<file path="src/rtl/scan_ctrl.sv">
// Refresh scanner for an 8-digit multiplexed 7-segment display.
// Each digit slot is a blanking gap (all anodes off) followed by the drive window.
module scan_ctrl #(
    parameter int DIV_CNT   = 100000,
    parameter int BLANK_CYC = 16
) (
    input  logic       clk,
    input  logic       reset_n,
    input  logic       enable,
    input  logic [7:0] dig_en,
    output logic [2:0] select,
    output logic [7:0] anode,
    output logic       scan_tick,
    output logic       frame_done
);

    localparam int MAX_AB  = (DIV_CNT > BLANK_CYC) ? DIV_CNT : BLANK_CYC;
    localparam int CNT_MAX = (MAX_AB > 2) ? MAX_AB : 2;
    localparam int CW      = $clog2(CNT_MAX);

    localparam logic [CW-1:0] DIV_LAST   = CW'(DIV_CNT - 1);
    localparam logic [CW-1:0] BLANK_LAST = CW'((BLANK_CYC > 0) ? BLANK_CYC - 1 : 0);
    localparam bit            NO_BLANK   = (BLANK_CYC == 0);

    typedef enum logic [1:0] {
        IDLE,
        BLANK,
        DRIVE
    } state_t;

    state_t        state_q, state_d;
    logic [CW-1:0] cnt_q, cnt_d;
    logic [2:0]    select_q, select_d;
    logic          scan_tick_q, scan_tick_d;
    logic          frame_done_q, frame_done_d;

    always_comb begin
        state_d      = state_q;
        cnt_d        = cnt_q;
        select_d     = select_q;
        scan_tick_d  = 1'b0;
        frame_done_d = 1'b0;
        // Dropping enable wins over a slot boundary, so select is held as-is.
        if (!enable) begin
            state_d = IDLE;
            cnt_d   = '0;
        end else begin
            case (state_q)
                IDLE: begin
                    cnt_d   = '0;
                    state_d = NO_BLANK ? DRIVE : BLANK;
                end
                BLANK: begin
                    if (cnt_q == BLANK_LAST) begin
                        cnt_d   = '0;
                        state_d = DRIVE;
                    end else begin
                        cnt_d = cnt_q + CW'(1);
                    end
                end
                DRIVE: begin
                    if (cnt_q == DIV_LAST) begin
                        cnt_d        = '0;
                        select_d     = select_q + 3'd1;
                        scan_tick_d  = 1'b1;
                        frame_done_d = (select_q == 3'd7);
                        state_d      = NO_BLANK ? DRIVE : BLANK;
                    end else begin
                        cnt_d = cnt_q + CW'(1);
                    end
                end
                default: begin
                    state_d = IDLE;
                    cnt_d   = '0;
                end
            endcase
        end
    end

    always_ff @(posedge clk or negedge reset_n) begin
        if (!reset_n) begin
            state_q      <= IDLE;
            cnt_q        <= '0;
            select_q     <= '0;
            scan_tick_q  <= 1'b0;
            frame_done_q <= 1'b0;
        end else begin
            state_q      <= state_d;
            cnt_q        <= cnt_d;
            select_q     <= select_d;
            scan_tick_q  <= scan_tick_d;
            frame_done_q <= frame_done_d;
        end
    end

    // Decoded from registered state so a dig_en change shows up immediately.
    always_comb begin
        anode = '1;
        if (state_q == DRIVE && dig_en[select_q]) begin
            anode = ~(8'b1 << select_q);
        end
    end

    assign select     = select_q;
    assign scan_tick  = scan_tick_q;
    assign frame_done = frame_done_q;

endmodule
</file>
<file path="config.mk">
export PLATFORM = sky130hd
export DESIGN_NAME = scan_ctrl
export DESIGN_NICKNAME = d
export VERILOG_FILES = /design/src/rtl/scan_ctrl.sv
export SDC_FILE = /design/constraint.sdc
export NUM_CORES = 1
export LEC_CHECK = 0
export ABC_AREA = 1
export CAP_MARGIN = 15
export CORE_MARGIN = 2
export CORE_UTILIZATION = 40
export DETAILED_ROUTE_END_ITERATION = 6
export HOLD_SLACK_MARGIN = 0.15
export MAX_ROUTING_LAYER = met4
export PLACE_DENSITY = 0.69
export SLEW_MARGIN = 20
export SYNTH_ARGS = -nofsm -noshare
export SYNTH_HDL_FRONTEND = slang
export SYNTH_SLANG_ARGS = --single-unit
</file>
<file path="constraint.sdc">
create_clock -name clk -period 1.8 [get_ports clk]
set_input_delay 0.36 -clock clk [delete_from_list [all_inputs] [get_ports clk]]
set_output_delay 0.36 -clock clk [all_outputs]
set_load 0.1 [all_outputs]
</file>
* Word level (Yosys, flattened, before mapping)
Index checks and enable logic that the tools add are counted.
** Cells by class
- Shifts and indexed selects :: 1
- Equality and inequality tests :: 7
- $lt $le $gt $ge :: 1
- Add/sub/neg operators :: 2
- Reduce and logical (&&, ||, !) cells :: 4
- Multiplexer cells :: 17
- Bitwise operators :: 1
** Operators by type and width (count)
- 2-to-1 mux 17 bit :: 3
- one-hot mux 17 bit (2 select lines) :: 1
- adder 17 x 1 -> 17 bit (second input constant) :: 1
- equality test 17 bit (second input constant) :: 1
- equality test 17 x 4 -> 1 bit (second input constant) :: 1
- 2-to-1 mux 8 bit :: 1
- NOT 8 bit :: 1
- left shift 1 x 3 -> 8 bit (first input constant) :: 1
- 2-to-1 mux 1 bit :: 7
- 2-to-1 mux 2 bit :: 3
- != test 3 bit (second input constant) :: 2
- one-hot mux 2 bit (3 select lines) :: 1
- < comparator 3 x 4 -> 1 bit (second input constant) :: 1
- adder 3 x 1 -> 3 bit (second input constant) :: 1
- binary-select mux 1 bit (select 3 bit) :: 1
- equality test 3 bit (second input constant) :: 1
- AND reduction 3 bit :: 1
- equality test 2 x 1 -> 1 bit (second input constant) :: 1
- equality test 2 bit (second input constant) :: 1
- logical NOT 2 bit :: 1
- AND reduction 2 bit :: 1
- logical AND 1 bit :: 1
** Word-level totals
- Bits of input ports :: 11
- Output and inout port bits :: 13
- Bits in registers :: 24

* Depth between registers and ports, before layout
Gate-level depths: netlist of run 1.
- Depth after elaboration :: 4
- Mapped depth :: 11
- Depth with buffers taken out :: 10

* Least setup slack after synthesis of run 1
No wires, ideal clock.
- Path type :: reg-to-output
- Start point :: register select_q[0] (netlist: select[0])
- End point :: output port anode[0]
- Cell stages (with the launch flop) :: 9
- Data required time :: 1440 ps
- Path slack :: -1177 ps
- Arrival time :: 2617 ps
- Cell sequence :: dfrtp_1 -> inv_1 -> nor2_1 -> nor2_1 -> o21ai_0 -> o211ai_1 -> nand2_1 -> inv_1 -> nand3b_1
** On the way
- Longest elaborated chain between the ends :: 4
- Elaborated cells on any way between the ends :: 6
- Classes of those cells :: shift (1); mux (3); bitwise (1); reduce/logical (1)
** Ends and longest elaborated chain
- start: declaration :: RTL line 33 : logic [2:0] select_q, select_d;
- start signal: assignment :: RTL line 90 : select_q <= select_d;
- binary-select mux 1 bit (select 3 bit) :: RTL line 99 : if (state_q == DRIVE && dig_en[select_q]) begin
- 2-to-1 mux 1 bit (not written as such) :: RTL line 99
- logical AND 1 bit :: RTL line 99
- 2-to-1 mux 8 bit * :: RTL line 99
- end: declaration :: RTL line 12 : output logic [7:0] anode,
Every way passes the cells marked *; elsewhere a longest branch is shown, timed or not. The select of a mux whose other input is x is not followed.

* Worst setup path after layout of run 1
- Start point :: input port dig_en[5]
- End point :: output port anode[2]
** On the way
- Longest elaborated chain between the ends :: 4
** Ends and longest elaborated chain
- start: declaration :: RTL line 10 : input logic [7:0] dig_en,
- binary-select mux 1 bit (select 3 bit) :: RTL line 99
- 2-to-1 mux 1 bit (not written as such) :: RTL line 99
- logical AND 1 bit :: RTL line 99
- 2-to-1 mux 8 bit :: RTL line 99
No other way between the ends. The select of a mux whose other input is x is not followed.

==> results.cfg, run 1 <==
[finish]
final_nets = 280
diodes = 0
area.growth.synth_to_final_pct = 36.3
proportion_of_layout_cells_with_a_drive_suffix_above_1 = 0.182
commonest_cells_after_routing_fill_and_taps_aside = nor2_1, nand2_1, inv_1
final_common_cell = nor2_1
fillerInstances = 351
final_util = 0.559
multi_input_comb_area_sq_um = 925
register_area_sq_um = 609

[setup_path]
timing.critical_path.from_type = primary input
worst-r2r-setup-slack_ps = 190
crit_path_max_fanout = 8
worst_r2r_startpoint = cnt_q[0]$_DFF_PN0_
depth_of_the_worst_register_to_register_path = 8
setup.worst_path.class = in2out
cp.arrival_ps = 1680
worstPathCellList = clkdlybuf4s50_1 -> nor2_4 -> nor2_1 -> o21ai_1 -> o211ai_1 -> nand2_1 -> inv_4 -> nand3b_1 -> buf_12
cp-end-kind = output pin
worst_r2r_endpoint = select[0]$_DFFE_PN0P_
worst_path_max_delay_cell = clkdlybuf4s50_1
cp_top_family = buffers and inverters
crit_path_max_incr_delay_ps = 500
worstPathRequired_ps = 1440
worstPathBufferInverterCount = 3

[sta]
final.min_clock_period_ps = 2040
worst_clock_skew_ps = 3.50
count_of_endpoints_failing_hold_in_the_final_timing_report = 0
finalSetupViolations = 8
rsz0062_at_grt = true
finalMaxSlewViolations = 0
tightest_slew_ps = 340
worst_rel_slew_slack = 0.773
max_clock_freq_ghz = 0.489
worst_slack_ps = -244
setup_total_negative_slack_ps = -1680
period_share = 1.14
finalHoldWorstSlack_ps = 434

[clock_tree]
buffers_from_clock_root_to_sink_at_most = 2
tritoncts.num_buffers = 3
ctsHoldBuffers = 0
cts_tree = yes
path_clk_slew_ps = 80
insertion_delay_of_the_later_clocked_pin_in_the_worst_skew_pair_ps = 270
clock_sinks = 24
clock_tree.htree_level_count = 1
clock_tree.root_cell = clkbuf_8

[place]
gp_congestion = 0.893
dp_hpwl_mm = 2.77
place.port_buffers = 23

[routing]
drt_pass1_iterations = 4
vias_per_cell = 4.79
wirelength_mm = 3.58
drt_first_iter_violations = 52
vias = 1475
postRouteAntennaNets = 0
wire_per_inst_um = 11.6
residual_drc = 0

[yosys]
syn_std_cell_area_sq_um = 1620
avgSynthCellArea_sq_um = 7.19
ys_async_sr_fraction = 1.00
synth_top_cell_area_share = 0.371
synth.top_cells.by_area = dfrtp_1, nor2_1, nand2_1, ha_1, inv_1
synthFlopType = dfrtp_1
yosys_register_bits = 24
syn-num-nets = 246
synth_sequential_area_ratio = 0.371
yosys.area.top_type = dfrtp_1
synthCells = 225
edff_count_synth = 0
yosysUniqueCellTypes = 21
synthesis.yosys.warnings = 0

[floorplanning]
floorplan.core_area_sq_um = 3940
initial_utilization = 0.410
die_area_sq_um = 4570
die_y_um = 67.6
row_count = 23
pin_count = 24
die_width_um = 67.6

[power_and_ir_drop]
internal_power_w = 0.000976
net-switching-power_w = 0.000426
seqPwrFrac = 0.425
p_leak_nw = 0.991
clkPwrFrac = 0.340
cellPowerDensity_nw_per_um2 = 636
netSwitchingFraction = 0.304
pwr-share-comb = 0.235
power.ir.vdd_worst_v = 0.000584

[grt]
antenna_violations_before_repair = 0
vias_in_the_first_global_route = 1391
grt_first_pass_wirelength_mm = 6.13
grt_use_total = 0.181
grt_start_max_net_pins = 25
grt_overflow = 0

[min_path]
hold_class = in2async

[outcome]
violations = setup timing
run_status = finished with violations

[flow_run]
cap_viol_max_count = 0
how the worst max path moves through the flow:
stage | cells after the start | startpoint | slack [ps] | endpoint
global placement | 9 | dig_en[5] | -200 | anode[0]
CTS | 5 | select[0]$_DFFE_PN0P_ | -260 | anode[2]
detailed placement | 9 | dig_en[5] | -220 | anode[2]
finish | 9 | dig_en[5] | -240 | anode[2]
global route | 9 | select[0]$_DFFE_PN0P_ | -350 | anode[0]
floorplan | 8 | select[0]$_DFFE_PN0P_ | -530 | anode[0]
power by group through the flow:
stage                     Sequential, W  Clock (W)  Combinational [W]
after global routing           0.000599   0.000508           0.000368
after global placement         0.000604          0           0.000316
after floorplan                0.000599          0           0.000244
final                          0.000596   0.000477           0.000330
after detailed placement       0.000607          0           0.000325
after CTS                      0.000596   0.000489           0.000332
logic make-up after synthesis:
family	share of synthesized area
AOI/OAI and AO/OA	0.0394
xor gates and xnor gates	0.0596
adders and majority gates	0.0773
buffers and inverters	0.0812
DFF	0.371
and+or+nand+nor	0.371
synth_stat cells, types with 2 or more instances:
cell type,number
inv_1,31
xor2_1,9
nor2_1,53
nor3_1,3
nand2_1,42
o21ai_0,7
dfrtp_1,24
nand4_1,5
ha_1,10
xnor2_1,2
nor2_2,4
nand3_1,22
nand3b_1,3
nand2_2,3
per-layer routing:
metal  up-vias  GRT usage  wire length [um]
li1        772          -                 -
met1       658      0.214              1560
met2        35      0.311              1770
met3        10     0.0250               179
met4         0     0.0663                72
met5         -          -                 0
state kept, by name (all words and copies together) (netlist names):
signal / cells
cnt_q: 17
frame_done: 1
scan_tick: 1
select: 3
state_q: 2
stage by stage:
step / total power (W) / std cells / setup slack, ps / cell area, sq um
2_1_floorplan: 0.000843 / 225 / -530 / 1660
3_3_place_gp: 0.000920 / 300 / -202 / 2090
3_5_place_dp: 0.000932 / 300 / -219 / 2090
4_1_cts: 0.00142 / 307 / -264 / 2190
5_1_grt: 0.00148 / 308 / -346 / 2200
6_report: 0.00140 / 308 / -244 / 2200
cell type report:
class	instances	share of cell area
repair buffers	30	0.187
flip-flops and latches	24	0.276
inverters	31	0.0562
well taps	50	0.0284
clock buffers	3	0.0187
multi-input cells	169	0.419
clock inverters	1	0.0136
repair_timing:
action | CTS | global route
setup buffers | 3 | 1
endpoints found under the setup margin | 8 | 9
pin swaps | 3 | 2
gates resized for setup | 3 | 4
Note: power is estimated with default switching activity, not from simulation.
==> inputs of run 2 (changes only) <==
--- a/config.mk
+++ b/config.mk
@@ -7,8 +7,8 @@
 export LEC_CHECK = 0
 export ABC_AREA = 1
 export CAP_MARGIN = 15
-export CORE_MARGIN = 2
 export CORE_UTILIZATION = 40
+export CTS_CLUSTER_SIZE = 12
 export DETAILED_ROUTE_END_ITERATION = 6
 export HOLD_SLACK_MARGIN = 0.15
 export MAX_ROUTING_LAYER = met4
==> results.cfg, run 2 (synthesis results as in run 1) <==
[outcome]
run_status = finished with violations
violations = setup timing

[place]
dp_worst_setup_slack_ps = -221
post_placement_cell_area_sq_um = 2110
dp_hpwl_mm = 2.75
gp_congestion = 0.900
place.port_buffers = 23

[finish]
fillerInstances = 323
final_cell_area_sq_um = 2240
register_containing_the_most_flip_flops_in_the_final_layout = cnt_q
number_of_flip_flops_under_the_largest_register_name = 17
final_common_cell = nor2_1
diodes = 0
proportion_of_layout_cells_with_a_drive_suffix_above_1 = 0.192
final_nets = 283
area.growth.synth_to_final_pct = 38.7
commonest_cells_after_routing_fill_and_taps_aside = nor2_1, nand2_1, inv_1

[sta]
count_of_endpoints_failing_hold_in_the_final_timing_report = 0
final.min_clock_period_ps = 2050
rsz0062_at_grt = true
period_share = 1.14
finalSetupViolations = 8
finalMaxSlewViolations = 0
worst_clock_skew_ps = 4.06
max_clock_freq_ghz = 0.489
worst_slack_ps = -247
worst_rel_slew_slack = 0.812
tightest_slew_ps = 280

[grt]
grt_first_pass_wirelength_mm = 6.08
grt_overflow = 0
vias_in_the_first_global_route = 1387
antenna_violations_before_repair = 0
grt_start_max_net_pins = 17
grt_use_total = 0.189

[setup_path]
cp.arrival_ps = 1690
crit_path_max_fanout = 8
cpMostUsedCell = buf_12
worstPathCellList = buf_12 -> o21ai_1 -> o211ai_1 -> nand2_1 -> inv_4 -> nand3b_1 -> buf_12
timing.critical_path.from_type = register
worstPathRequired_ps = 1440
crit_path_max_incr_delay_ps = 510
cp-end-kind = output pin
setup.worst_path.class = reg2out
cp_top_family = flip-flops
worstPathBufferInverterCount = 3
worst_path_max_delay_cell = dfrtp_4

[clock_tree]
cts_tree = yes
buffers_from_clock_root_to_sink_at_most = 2
clock_tree.htree_level_count = 1
clock_tree.root_cell = clkbuf_8
path_clk_slew_ps = 80
insertion_delay_of_the_later_clocked_pin_in_the_worst_skew_pair_ps = 270
tritoncts.num_buffers = 3
clock_sinks = 24
ctsHoldBuffers = 0

[floorplanning]
die_y_um = 65.6
die_area_sq_um = 4300
pin_count = 24
die_width_um = 65.6
floorplan.core_area_sq_um = 3770
row_count = 22
initial_utilization = 0.429

[power_and_ir_drop]
cellPowerDensity_nw_per_um2 = 618
power.ir.vdd_worst_v = 0.000404
p_leak_nw = 1.01

[routing]
wirelength_mm = 3.47
drt_first_iter_violations = 80
drt_pass1_iterations = 4
postRouteAntennaNets = 0
vias = 1495
vias_per_cell = 4.84
residual_drc = 0
wire_per_inst_um = 11.2

[flow_run]
cap_viol_max_count = 0

[min_path]
hold_class = in2async
-- run 2: timing repair --
item,in CTS,in global routing
pin swaps,2,4
buffers inserted,3,3
setup endpoints to repair,8,8
resized for setup,6,1
hold endpoints to repair,0,0
-- run 2: cell type report --
type | count | area [sq um] | area share
multi-input cells | 169 | 933 | 0.416
inverters | 31 | 121 | 0.0541
well taps | 48 | 60.1 | 0.0268
flip-flops and latches | 24 | 609 | 0.272
clock inverters | 1 | 30.0 | 0.0134
clock buffers | 3 | 41.3 | 0.0184
repair buffers | 33 | 448 | 0.200
-- run 2: final timing paths --
path | from | endpoint | slack [ps] | cells past startpoint
min | reset_n | state_q[0]$_DFFE_PN0P_ | 320 | 1
max | select[0]$_DFFE_PN0P_ | anode[1] | -250 | 7
max in group asynchronous | reset_n | cnt_q[6]$_DFF_PN0_ | 1030 | 2
min reg2reg | cnt_q[0]$_DFF_PN0_ | cnt_q[0]$_DFF_PN0_ | 480 | 1
max reg2reg | cnt_q[0]$_DFF_PN0_ | cnt_q[16]$_DFF_PN0_ | 270 | 10
min in group clk | cnt_q[0]$_DFF_PN0_ | cnt_q[0]$_DFF_PN0_ | 480 | 1
-- run 2: report_power, final --
part	internal (W)	switching, W	leakage, nW	total (W)
Clock	0.000297	0.000170	0.0357	0.000467
Combinational	0.000114	0.000211	0.650	0.000325
Sequential	0.000565	0.0000284	0.325	0.000594
-- run 2: metal layers --
metal / vias up / part of all wire / GRT usage
met5: - / 0 / -
met4: 0 / 0.019 / 0.0788
met3: 7 / 0.045 / 0.0278
met2: 37 / 0.45 / 0.303
met1: 675 / 0.49 / 0.239
li1: 776 / - / -
-- run 2: worst reg2reg max path: cells and delay by family, from the launching register on --
family	cells	cell delay, ps
AND/OR/NAND/NOR	8	740
buffers and inverters	1	80
flip-flops	1	390
adder cells (fa/ha/maj)	1	210
-- run 2: through the flow --
step                power, W  std cells  utilization  hold slack (ps)  TNS [ps]
floorplan           0.000843        225            -             64.4     -2780
global placement    0.000923        299        0.559              467     -1440
detailed placement  0.000925        299        0.559              480     -1500
CTS                  0.00140        306        0.588              328     -1820
global route         0.00148        309        0.595              338     -2740
finish               0.00139        309        0.595              320     -1710
